**config.mk**
```make
export PLATFORM = sky130hd
export DESIGN_NAME = spi_2_cmd_sequencer_flat
export DESIGN_NICKNAME = d
export VERILOG_FILES = /design/src/rtl/spi_2_cmd_sequencer_if.sv /design/src/rtl/spi_2_cmd_sequencer.sv /design/src/flat_wrapper.sv
export SDC_FILE = /design/constraint.sdc
export NUM_CORES = 1
export LEC_CHECK = 0
export ABC_AREA = 1
export BUFFER_PORTS_ARGS = -buffer_cell sky130_fd_sc_hd__clkbuf_2
export CAP_MARGIN = 15
export CORE_ASPECT_RATIO = 1.25
export CORE_UTILIZATION = 30
export DETAILED_ROUTE_END_ITERATION = 8
export GPL_TIMING_DRIVEN = 1
export PLACE_DENSITY = 0.54
export SETUP_SLACK_MARGIN = 0.1
export SYNTH_ARGS = -nofsm -noshare
export SYNTH_HDL_FRONTEND = slang
export SYNTH_SLANG_ARGS = --single-unit
```
**constraint.sdc**
```tcl
create_clock -name clk -period 6.96 [get_ports clk]
set_input_delay 0.696 -clock clk [delete_from_list [all_inputs] [get_ports clk]]
set_output_delay 0.696 -clock clk [all_outputs]
set_load 0.05 [all_outputs]
```
**src/rtl/spi_2_cmd_sequencer_if.sv**
```systemverilog
// Command, response and SPI-master driver bus of the instruction sequencer.
//   cmd_*        host -> sequencer instruction words (valid/ready)
//   rsp_*        sequencer -> host captured read responses (valid/ready)
//   driver_*     sequencer <-> SPI master word hand-off and latched mode
//   spi_slv_read_data  read data returned by the master for the previous word
// Modport slave is the sequencer side, master is the host/SPI-master side.
interface spi_2_cmd_sequencer_if #(
    parameter int unsigned DWIDTH       = 8,
    parameter int unsigned AWIDTH       = 8,
    parameter int unsigned S_ADDR_WIDTH = 2
);
    localparam int unsigned IW = S_ADDR_WIDTH + 1 + 2 + AWIDTH + DWIDTH;

    logic                    cmd_valid;
    logic                    cmd_ready;
    logic [IW-1:0]           cmd_data;
    logic                    rsp_valid;
    logic                    rsp_ready;
    logic [DWIDTH-1:0]       rsp_data;
    logic [AWIDTH-1:0]       rsp_addr;
    logic [S_ADDR_WIDTH-1:0] rsp_ss;
    logic                    driver_read;
    logic [IW-1:0]           driver_data;
    logic [1:0]              driver_cfg;
    logic [DWIDTH-1:0]       spi_slv_read_data;

    modport slave (
        input  cmd_valid, cmd_data, rsp_ready, driver_read, spi_slv_read_data,
        output cmd_ready, rsp_valid, rsp_data, rsp_addr, rsp_ss, driver_data, driver_cfg
    );

    modport master (
        output cmd_valid, cmd_data, rsp_ready, driver_read, spi_slv_read_data,
        input  cmd_ready, rsp_valid, rsp_data, rsp_addr, rsp_ss, driver_data, driver_cfg
    );
endinterface

```
**src/rtl/spi_2_cmd_sequencer.sv**
```systemverilog
// Instruction sequencer feeding an SPI master from a command FIFO and capturing
// read data into a response FIFO, with credit-based pause/resume and abort.
//   clk, rst_n         clock, asynchronous active-low reset
//   start, abort       begin issuing / stop and flush commands
//   cfg_in             SPI mode, latched into driver_cfg on accepted start
//   cmd_level, rsp_level  FIFO occupancies
//   busy, done, master_en  status, completion pulse, SPI master enable
//   bus                command/response/driver bus (slave modport)
module spi_2_cmd_sequencer #(
    parameter int unsigned DWIDTH       = 8,
    parameter int unsigned AWIDTH       = 8,
    parameter int unsigned S_ADDR_WIDTH = 2,
    parameter int unsigned CMD_DEPTH    = 8,
    parameter int unsigned RSP_DEPTH    = 4
) (
    input  logic                         clk,
    input  logic                         rst_n,
    input  logic                         start,
    input  logic                         abort,
    input  logic [1:0]                   cfg_in,
    output logic [$clog2(CMD_DEPTH):0]   cmd_level,
    output logic [$clog2(RSP_DEPTH):0]   rsp_level,
    output logic                         busy,
    output logic                         done,
    output logic                         master_en,
    spi_2_cmd_sequencer_if.slave         bus
);
    localparam int unsigned IW     = S_ADDR_WIDTH + 1 + 2 + AWIDTH + DWIDTH;
    localparam int unsigned RW     = S_ADDR_WIDTH + AWIDTH + DWIDTH;
    localparam int unsigned CAW    = $clog2(CMD_DEPTH);
    localparam int unsigned RAW    = $clog2(RSP_DEPTH);
    localparam int unsigned RSW    = RAW + 2;
    localparam int unsigned WR_BIT = DWIDTH + AWIDTH + 2;

    localparam logic [1:0] S_IDLE = 2'd0;
    localparam logic [1:0] S_RUN  = 2'd1;
    localparam logic [1:0] S_HOLD = 2'd2;

    logic [1:0]              state_q, state_d;
    logic                    master_en_q, master_en_d;
    logic [1:0]              cfg_q, cfg_d;
    logic                    done_q, done_d;
    logic                    busy_q;
    logic                    pend_rd_q, pend_rd_d;
    logic [S_ADDR_WIDTH-1:0] pend_ss_q, pend_ss_d;
    logic [AWIDTH-1:0]       pend_addr_q, pend_addr_d;

    logic [IW-1:0]           cmd_mem [CMD_DEPTH];
    logic [CAW-1:0]          cmd_wr_q, cmd_wr_d, cmd_rd_q, cmd_rd_d;
    logic [CAW:0]            cmd_cnt_q, cmd_cnt_d;
    logic                    cmd_ready_q;
    logic [RW-1:0]           rsp_mem [RSP_DEPTH];
    logic [RAW-1:0]          rsp_wr_q, rsp_wr_d, rsp_rd_q, rsp_rd_d;
    logic [RAW:0]            rsp_cnt_q, rsp_cnt_d;
    logic                    rsp_valid_q;

    logic                    cmd_push_c, cmd_pop_c, rsp_push_c, rsp_pop_c;
    logic                    cmd_empty_c, issuable_c, event_c;
    logic [IW-1:0]           cmd_head_c;
    logic [RW-1:0]           rsp_head_c;

    assign cmd_empty_c = (cmd_cnt_q == '0);
    assign cmd_head_c  = cmd_empty_c ? '0 : cmd_mem[cmd_rd_q];
    assign rsp_head_c  = rsp_valid_q ? rsp_mem[rsp_rd_q] : '0;
    assign event_c     = bus.driver_read & master_en_q;
    assign cmd_push_c  = bus.cmd_valid & cmd_ready_q & ~abort;
    assign rsp_pop_c   = bus.rsp_ready & rsp_valid_q;

    // Writes always issue; a read needs a free response slot counting the one in flight.
    assign issuable_c = ~cmd_empty_c &
                        (cmd_head_c[WR_BIT] |
                         ((RSW'(rsp_cnt_q) + RSW'(pend_rd_q)) < RSW'(RSP_DEPTH)));

    // Sequencer FSM: issue, capture, pause on credit, abort
    always_comb begin
        state_d     = state_q;
        master_en_d = master_en_q;
        cfg_d       = cfg_q;
        done_d      = 1'b0;
        pend_rd_d   = pend_rd_q;
        pend_ss_d   = pend_ss_q;
        pend_addr_d = pend_addr_q;
        cmd_pop_c   = 1'b0;
        rsp_push_c  = 1'b0;
        if (abort) begin
            master_en_d = 1'b0;
            pend_rd_d   = 1'b0;
            state_d     = S_IDLE;
        end else begin
            case (state_q)
                S_IDLE: begin
                    if (start && !cmd_empty_c) begin
                        state_d     = S_RUN;
                        cfg_d       = cfg_in;
                        master_en_d = 1'b1;
                    end
                end
                S_RUN: begin
                    if (event_c) begin
                        rsp_push_c = pend_rd_q;
                        if (issuable_c) begin
                            cmd_pop_c   = 1'b1;
                            pend_rd_d   = ~cmd_head_c[WR_BIT];
                            pend_ss_d   = cmd_head_c[IW-1 -: S_ADDR_WIDTH];
                            pend_addr_d = cmd_head_c[DWIDTH +: AWIDTH];
                        end else begin
                            pend_rd_d   = 1'b0;
                            master_en_d = 1'b0;
                            state_d     = S_HOLD;
                        end
                    end
                end
                S_HOLD: begin
                    if (cmd_empty_c) begin
                        done_d  = 1'b1;
                        state_d = S_IDLE;
                    end else if (issuable_c) begin
                        master_en_d = 1'b1;
                        state_d     = S_RUN;
                    end
                end
                default: state_d = S_IDLE;
            endcase
        end
    end

    // FIFO pointer and occupancy next state; abort empties the command side
    always_comb begin
        cmd_wr_d  = cmd_wr_q;
        cmd_rd_d  = cmd_rd_q;
        cmd_cnt_d = cmd_cnt_q;
        if (abort) begin
            cmd_wr_d  = '0;
            cmd_rd_d  = '0;
            cmd_cnt_d = '0;
        end else begin
            if (cmd_push_c) cmd_wr_d = cmd_wr_q + CAW'(1);
            if (cmd_pop_c)  cmd_rd_d = cmd_rd_q + CAW'(1);
            cmd_cnt_d = cmd_cnt_q + (CAW+1)'(cmd_push_c) - (CAW+1)'(cmd_pop_c);
        end
        rsp_wr_d  = rsp_push_c ? rsp_wr_q + RAW'(1) : rsp_wr_q;
        rsp_rd_d  = rsp_pop_c  ? rsp_rd_q + RAW'(1) : rsp_rd_q;
        rsp_cnt_d = rsp_cnt_q + (RAW+1)'(rsp_push_c) - (RAW+1)'(rsp_pop_c);
    end

    always_ff @(posedge clk or negedge rst_n) begin
        if (!rst_n) begin
            state_q     <= S_IDLE;
            master_en_q <= 1'b0;
            cfg_q       <= '0;
            done_q      <= 1'b0;
            busy_q      <= 1'b0;
            pend_rd_q   <= 1'b0;
            pend_ss_q   <= '0;
            pend_addr_q <= '0;
            cmd_wr_q    <= '0;
            cmd_rd_q    <= '0;
            cmd_cnt_q   <= '0;
            cmd_ready_q <= 1'b0;
            rsp_wr_q    <= '0;
            rsp_rd_q    <= '0;
            rsp_cnt_q   <= '0;
            rsp_valid_q <= 1'b0;
        end else begin
            state_q     <= state_d;
            master_en_q <= master_en_d;
            cfg_q       <= cfg_d;
            done_q      <= done_d;
            busy_q      <= (state_d != S_IDLE);
            pend_rd_q   <= pend_rd_d;
            pend_ss_q   <= pend_ss_d;
            pend_addr_q <= pend_addr_d;
            cmd_wr_q    <= cmd_wr_d;
            cmd_rd_q    <= cmd_rd_d;
            cmd_cnt_q   <= cmd_cnt_d;
            cmd_ready_q <= (cmd_cnt_d != (CAW+1)'(CMD_DEPTH));
            rsp_wr_q    <= rsp_wr_d;
            rsp_rd_q    <= rsp_rd_d;
            rsp_cnt_q   <= rsp_cnt_d;
            rsp_valid_q <= (rsp_cnt_d != '0);
        end
    end

    // FIFO storage; contents are masked by the occupancy counts so need no reset
    always_ff @(posedge clk) begin
        if (cmd_push_c) cmd_mem[cmd_wr_q] <= bus.cmd_data;
        if (rsp_push_c) rsp_mem[rsp_wr_q] <= {pend_ss_q, pend_addr_q, bus.spi_slv_read_data};
    end

    assign bus.cmd_ready   = cmd_ready_q;
    assign bus.rsp_valid   = rsp_valid_q;
    assign bus.rsp_ss      = rsp_head_c[RW-1 -: S_ADDR_WIDTH];
    assign bus.rsp_addr    = rsp_head_c[DWIDTH +: AWIDTH];
    assign bus.rsp_data    = rsp_head_c[DWIDTH-1:0];
    assign bus.driver_data = cmd_head_c;
    assign bus.driver_cfg  = cfg_q;
    assign cmd_level       = cmd_cnt_q;
    assign rsp_level       = rsp_cnt_q;
    assign busy            = busy_q;
    assign done            = done_q;
    assign master_en       = master_en_q;
endmodule
```
**src/flat_wrapper.sv**
```systemverilog
// flat-port wrapper written by rule: the top's interface ports become plain ports
module spi_2_cmd_sequencer_flat 
#(
    parameter int unsigned DWIDTH       = 8,
    parameter int unsigned AWIDTH       = 8,
    parameter int unsigned S_ADDR_WIDTH = 2,
    parameter int unsigned CMD_DEPTH    = 8,
    parameter int unsigned RSP_DEPTH    = 4
)
  (clk, rst_n, start, abort, cfg_in, cmd_level, rsp_level, busy, done, master_en, bus_cmd_valid, bus_cmd_data, bus_rsp_ready, bus_driver_read, bus_spi_slv_read_data, bus_cmd_ready, bus_rsp_valid, bus_rsp_data, bus_rsp_addr, bus_rsp_ss, bus_driver_data, bus_driver_cfg);
  spi_2_cmd_sequencer_if #(.DWIDTH(DWIDTH), .AWIDTH(AWIDTH), .S_ADDR_WIDTH(S_ADDR_WIDTH)) bus_i ();
  input  logic clk;
  input  logic rst_n;
  input  logic start;
  input  logic abort;
  input  logic [1:0] cfg_in;
  output logic [$clog2(CMD_DEPTH):0] cmd_level;
  output logic [$clog2(RSP_DEPTH):0] rsp_level;
  output logic busy;
  output logic done;
  output logic master_en;
  input wire logic [$bits(bus_i.cmd_valid)-1:0] bus_cmd_valid;
  input wire logic [$bits(bus_i.cmd_data)-1:0] bus_cmd_data;
  input wire logic [$bits(bus_i.rsp_ready)-1:0] bus_rsp_ready;
  input wire logic [$bits(bus_i.driver_read)-1:0] bus_driver_read;
  input wire logic [$bits(bus_i.spi_slv_read_data)-1:0] bus_spi_slv_read_data;
  output wire logic [$bits(bus_i.cmd_ready)-1:0] bus_cmd_ready;
  output wire logic [$bits(bus_i.rsp_valid)-1:0] bus_rsp_valid;
  output wire logic [$bits(bus_i.rsp_data)-1:0] bus_rsp_data;
  output wire logic [$bits(bus_i.rsp_addr)-1:0] bus_rsp_addr;
  output wire logic [$bits(bus_i.rsp_ss)-1:0] bus_rsp_ss;
  output wire logic [$bits(bus_i.driver_data)-1:0] bus_driver_data;
  output wire logic [$bits(bus_i.driver_cfg)-1:0] bus_driver_cfg;
  assign bus_i.cmd_valid = bus_cmd_valid;
  assign bus_i.cmd_data = bus_cmd_data;
  assign bus_i.rsp_ready = bus_rsp_ready;
  assign bus_i.driver_read = bus_driver_read;
  assign bus_i.spi_slv_read_data = bus_spi_slv_read_data;
  assign bus_cmd_ready = bus_i.cmd_ready;
  assign bus_rsp_valid = bus_i.rsp_valid;
  assign bus_rsp_data = bus_i.rsp_data;
  assign bus_rsp_addr = bus_i.rsp_addr;
  assign bus_rsp_ss = bus_i.rsp_ss;
  assign bus_driver_data = bus_i.driver_data;
  assign bus_driver_cfg = bus_i.driver_cfg;
  spi_2_cmd_sequencer #(.DWIDTH(DWIDTH), .AWIDTH(AWIDTH), .S_ADDR_WIDTH(S_ADDR_WIDTH), .CMD_DEPTH(CMD_DEPTH), .RSP_DEPTH(RSP_DEPTH)) u_core (.clk(clk), .rst_n(rst_n), .start(start), .abort(abort), .cfg_in(cfg_in), .cmd_level(cmd_level), .rsp_level(rsp_level), .busy(busy), .done(done), .master_en(master_en), .bus(bus_i));
endmodule
```
==> results.toml <==
[yosys]
syn_avg_cell_area_um2 = 12.13
synth.distinct_cells = 32
synthCells = 924
synth_top_family_by_area = "simple AND/OR/NAND/NOR gates"
ys_ff_latch = 277
synthSimpleGateAreaFrac = 0.1124
yosys_warnings = 0
syn_nets = 978
ys.flop_type = "edfxtp_1"
synth_compound_area_frac = 0.09923
synth-xor-area-share = 0.003907
async_reset_ff_frac = 0.1336
synth_fa_ha_area_frac = 0.01920
synth_edf_count = 240
yosysSeqAreaShare = 0.7255
synth_area_um2 = 11210
synth_mux_area_frac = 0.002009

[global_route]
grt_usage = 0.1352
antenna_found_initial = 1
grt_overflow = 0
grt_max_degree = 53
grt_pass1_wl_um = 39800
grt_pass1_vias = 7085

[clock_tree]
ctsHoldBuffers = 0
clock-root-buffer = "clkbuf_16"
htree_levels = 1
cts_resized = 0
numCtsBuffers = 30
insertion_delay_ps = 560
clock-sinks = 277
clk_pin_slew_ps = 60
post_cts_buffers = 0
clockBufferDepth = 3
cts_tree = "done"

[placement]
place_congestion = 0.7301
dpl.hpwl_um = 15330
place_area_um2 = 12170
dp_cells = 1462
io_buffers = 90

[route]
drt-initial-drc-count = 320
vias = 7089
drtPass1Iterations = 5
postRouteWirelength_um = 25960
wl_per_cell_um = 17.09
vias_per_cell = 4.667
ant_nets = 0
route.detailed.drc = 0

[sta]
hold_viol = 0
slew_headroom = 0.3302
rsz0062_at_grt = "false"
skew_ps = 18.04
max_freq_mhz = 242.5
fin_crit_sh = 0.5925
setup_viol = 0
tightest_slew_ps = 1005
hold_slack_ps = 287.2
setup_tns_ps = 0
finalCriticalPeriod_ps = 4124
maxSlewViolCount = 0

[run]
drv_cap = 0

[power]
seqPwrFrac = 0.425
swShare = 0.3546
comb_power_share = 0.259
intPower_mw = 2.950
power_frac_clock = 0.315
peakVddDrop_mv = 0.2209
leakage_nw = 4.799
powerDensity_nw_per_um2 = 349.3
switchingPower_mw = 1.621

[die]
die_y_um = 218.1
start_util = 0.3063
die_area_um2 = 38150
core_area_um2 = 36600
io_pins = 91
core.rowCount = 78
die_width_um = 174.9

[setup_path]
cp_cell_sequence = "inv_2, buf_4, o21ai_0, o22ai_1, nor2_1, nor2_1, clkbuf_2"
startpoint_type = "register"
cpMostUsedCell = "nor2_1"
required_ps = 6260
cp_data_arrival_time_ps = 3430
crit_type = "register to primary output"
crit_fanout = 52
cp-end-kind = "primary output"
cp_slowest_cell = "dfrtp_2"
cpPeakStageDelay_ps = 650

[layout]
final_cell_mix = "edfxtp_1, nor2_1, o21ai_0"
seq_area_um2 = 8134
stdcell_area_um2 = 13090
multiInputGateArea_um2 = 2694
nFillCells = 3611
fin_cells = 1519
syn2layout_area_growth_pct = 16.73
layout-drive-gt1-share = 0.1638
final_common_cell = "edfxtp_1"
nets = 1068

[hold_path]
hold_class = "input pin to asynchronous set/reset pin"

[status]
status = "finished clean"
power by group through the flow:
stage | combinational, mW | clock [mW] | sequential [mW]
after global routing | 1.28 | 1.54 | 1.95
after floorplan | 0.800 | 0 | 2.03
final | 1.19 | 1.44 | 1.94
after detailed placement | 1.20 | 0 | 1.98
after CTS | 1.20 | 1.48 | 1.94
after global placement | 1.19 | 0 | 1.98
critical path, delay by kind of cell, from the launching register on:
family          cells  cell delay, ps
buf+inv             3            1500
flops               1             650
simple gates        2             400
compound gates      2             320
path summary, 6_finish.rpt:
| check | to | cells past startpoint | startpoint | slack, ps |
|---|---|---|---|---|
| setup / recovery | bus_driver_data[15] | 7 | u_core.cmd_rd_q[0] | 2840 |
| hold / removal | u_core.pend_addr_q[5] | 1 | rst_n | 290 |
| setup reg to reg | u_core.bus.cmd_ready | 16 | u_core.cmd_rd_q[1] | 3460 |
| hold reg to reg | u_core.bus.driver_cfg[1] | 1 | u_core.bus.driver_cfg[1] | 500 |
| max in group asynchronous | u_core.cmd_rd_q[0] | 1 | rst_n | 5970 |
| min in group clk | u_core.rsp_mem[2][6] | 1 | bus_spi_slv_read_data[6] | 360 |
layout make-up:
cell class              instances  share of cell area
diodes                          1           0.0001912
clock buffers                  40             0.06101
clock inverters                16            0.008701
inverters                      49             0.01425
multi-input cells             552              0.2059
flip-flops and latches        277              0.6216
well taps                     480             0.04590
repair buffers                104             0.04246
synthesized netlist by cell type, drive strengths merged (2+ instances only):
library cell | count | area, um^2
clkbuf | 18 | 67.56
mux2 | 2 | 22.52
nor3 | 4 | 20.02
xor2 | 4 | 35.03
o22ai | 31 | 193.9
buf | 28 | 168.9
inv | 45 | 171.4
edfxtp | 240 | 7207
nand4 | 2 | 12.51
fa | 2 | 40.04
nand2 | 78 | 307.8
dfrtp | 37 | 925.9
ha | 14 | 175.2
o21ai | 145 | 725.7
a21oi | 23 | 115.1
a31oi | 10 | 62.56
clkinv | 4 | 15.01
nor2 | 218 | 833.3
nand3 | 15 | 80.08
cell families (layout without fill, tap and decap cells):
logic type                 Yosys count  after routing
xor gates and xnor gates             5              5
DFF                                277            277
AOI/OAI and AO/OA                  211            211
muxes                                2              2
other                                0              1
and+or+nand+nor                    318            318
adders and majority gates           16             16
buffers and inverters               95            209
stage by stage:
step / worst slack (ps) / total power [mW] / utilization
final: 2836 / 4.570 / 0.3575
after global routing: 2599 / 4.777 / 0.3575
after CTS: 2798 / 4.627 / 0.3575
after detailed placement: 3410 / 3.180 / 0.3325
after global placement: 3432 / 3.171 / 0.3325
after floorplan: 3943 / 2.833 / -
sequential cells by signal, summed over array words and instances, names as in the netlist:
signal and count:
u_core.bus.driver_cfg 2, u_core.rsp_mem 72, u_core.pend_addr_q 8, u_core.cmd_wr_q 3, u_core.master_en 1, u_core.rsp_rd_q 2
u_core.rsp_wr_q 2, u_core.busy 1, u_core.bus.cmd_ready 1, u_core.state_q 2, u_core.rsp_level 3, u_core.cmd_mem 168
u_core.bus.rsp_valid 1, u_core.pend_ss_q 2, u_core.cmd_rd_q 3, u_core.pend_rd_q 1, u_core.done 1, u_core.cmd_level 4
per-layer routing:
layer  wire length [um]  global-route usage
met4                612             0.04638
met5                  0                   0
met2              13420              0.2471
met1              10780              0.1611
met3               1153             0.01983
Power figures use the tool's default switching activity.
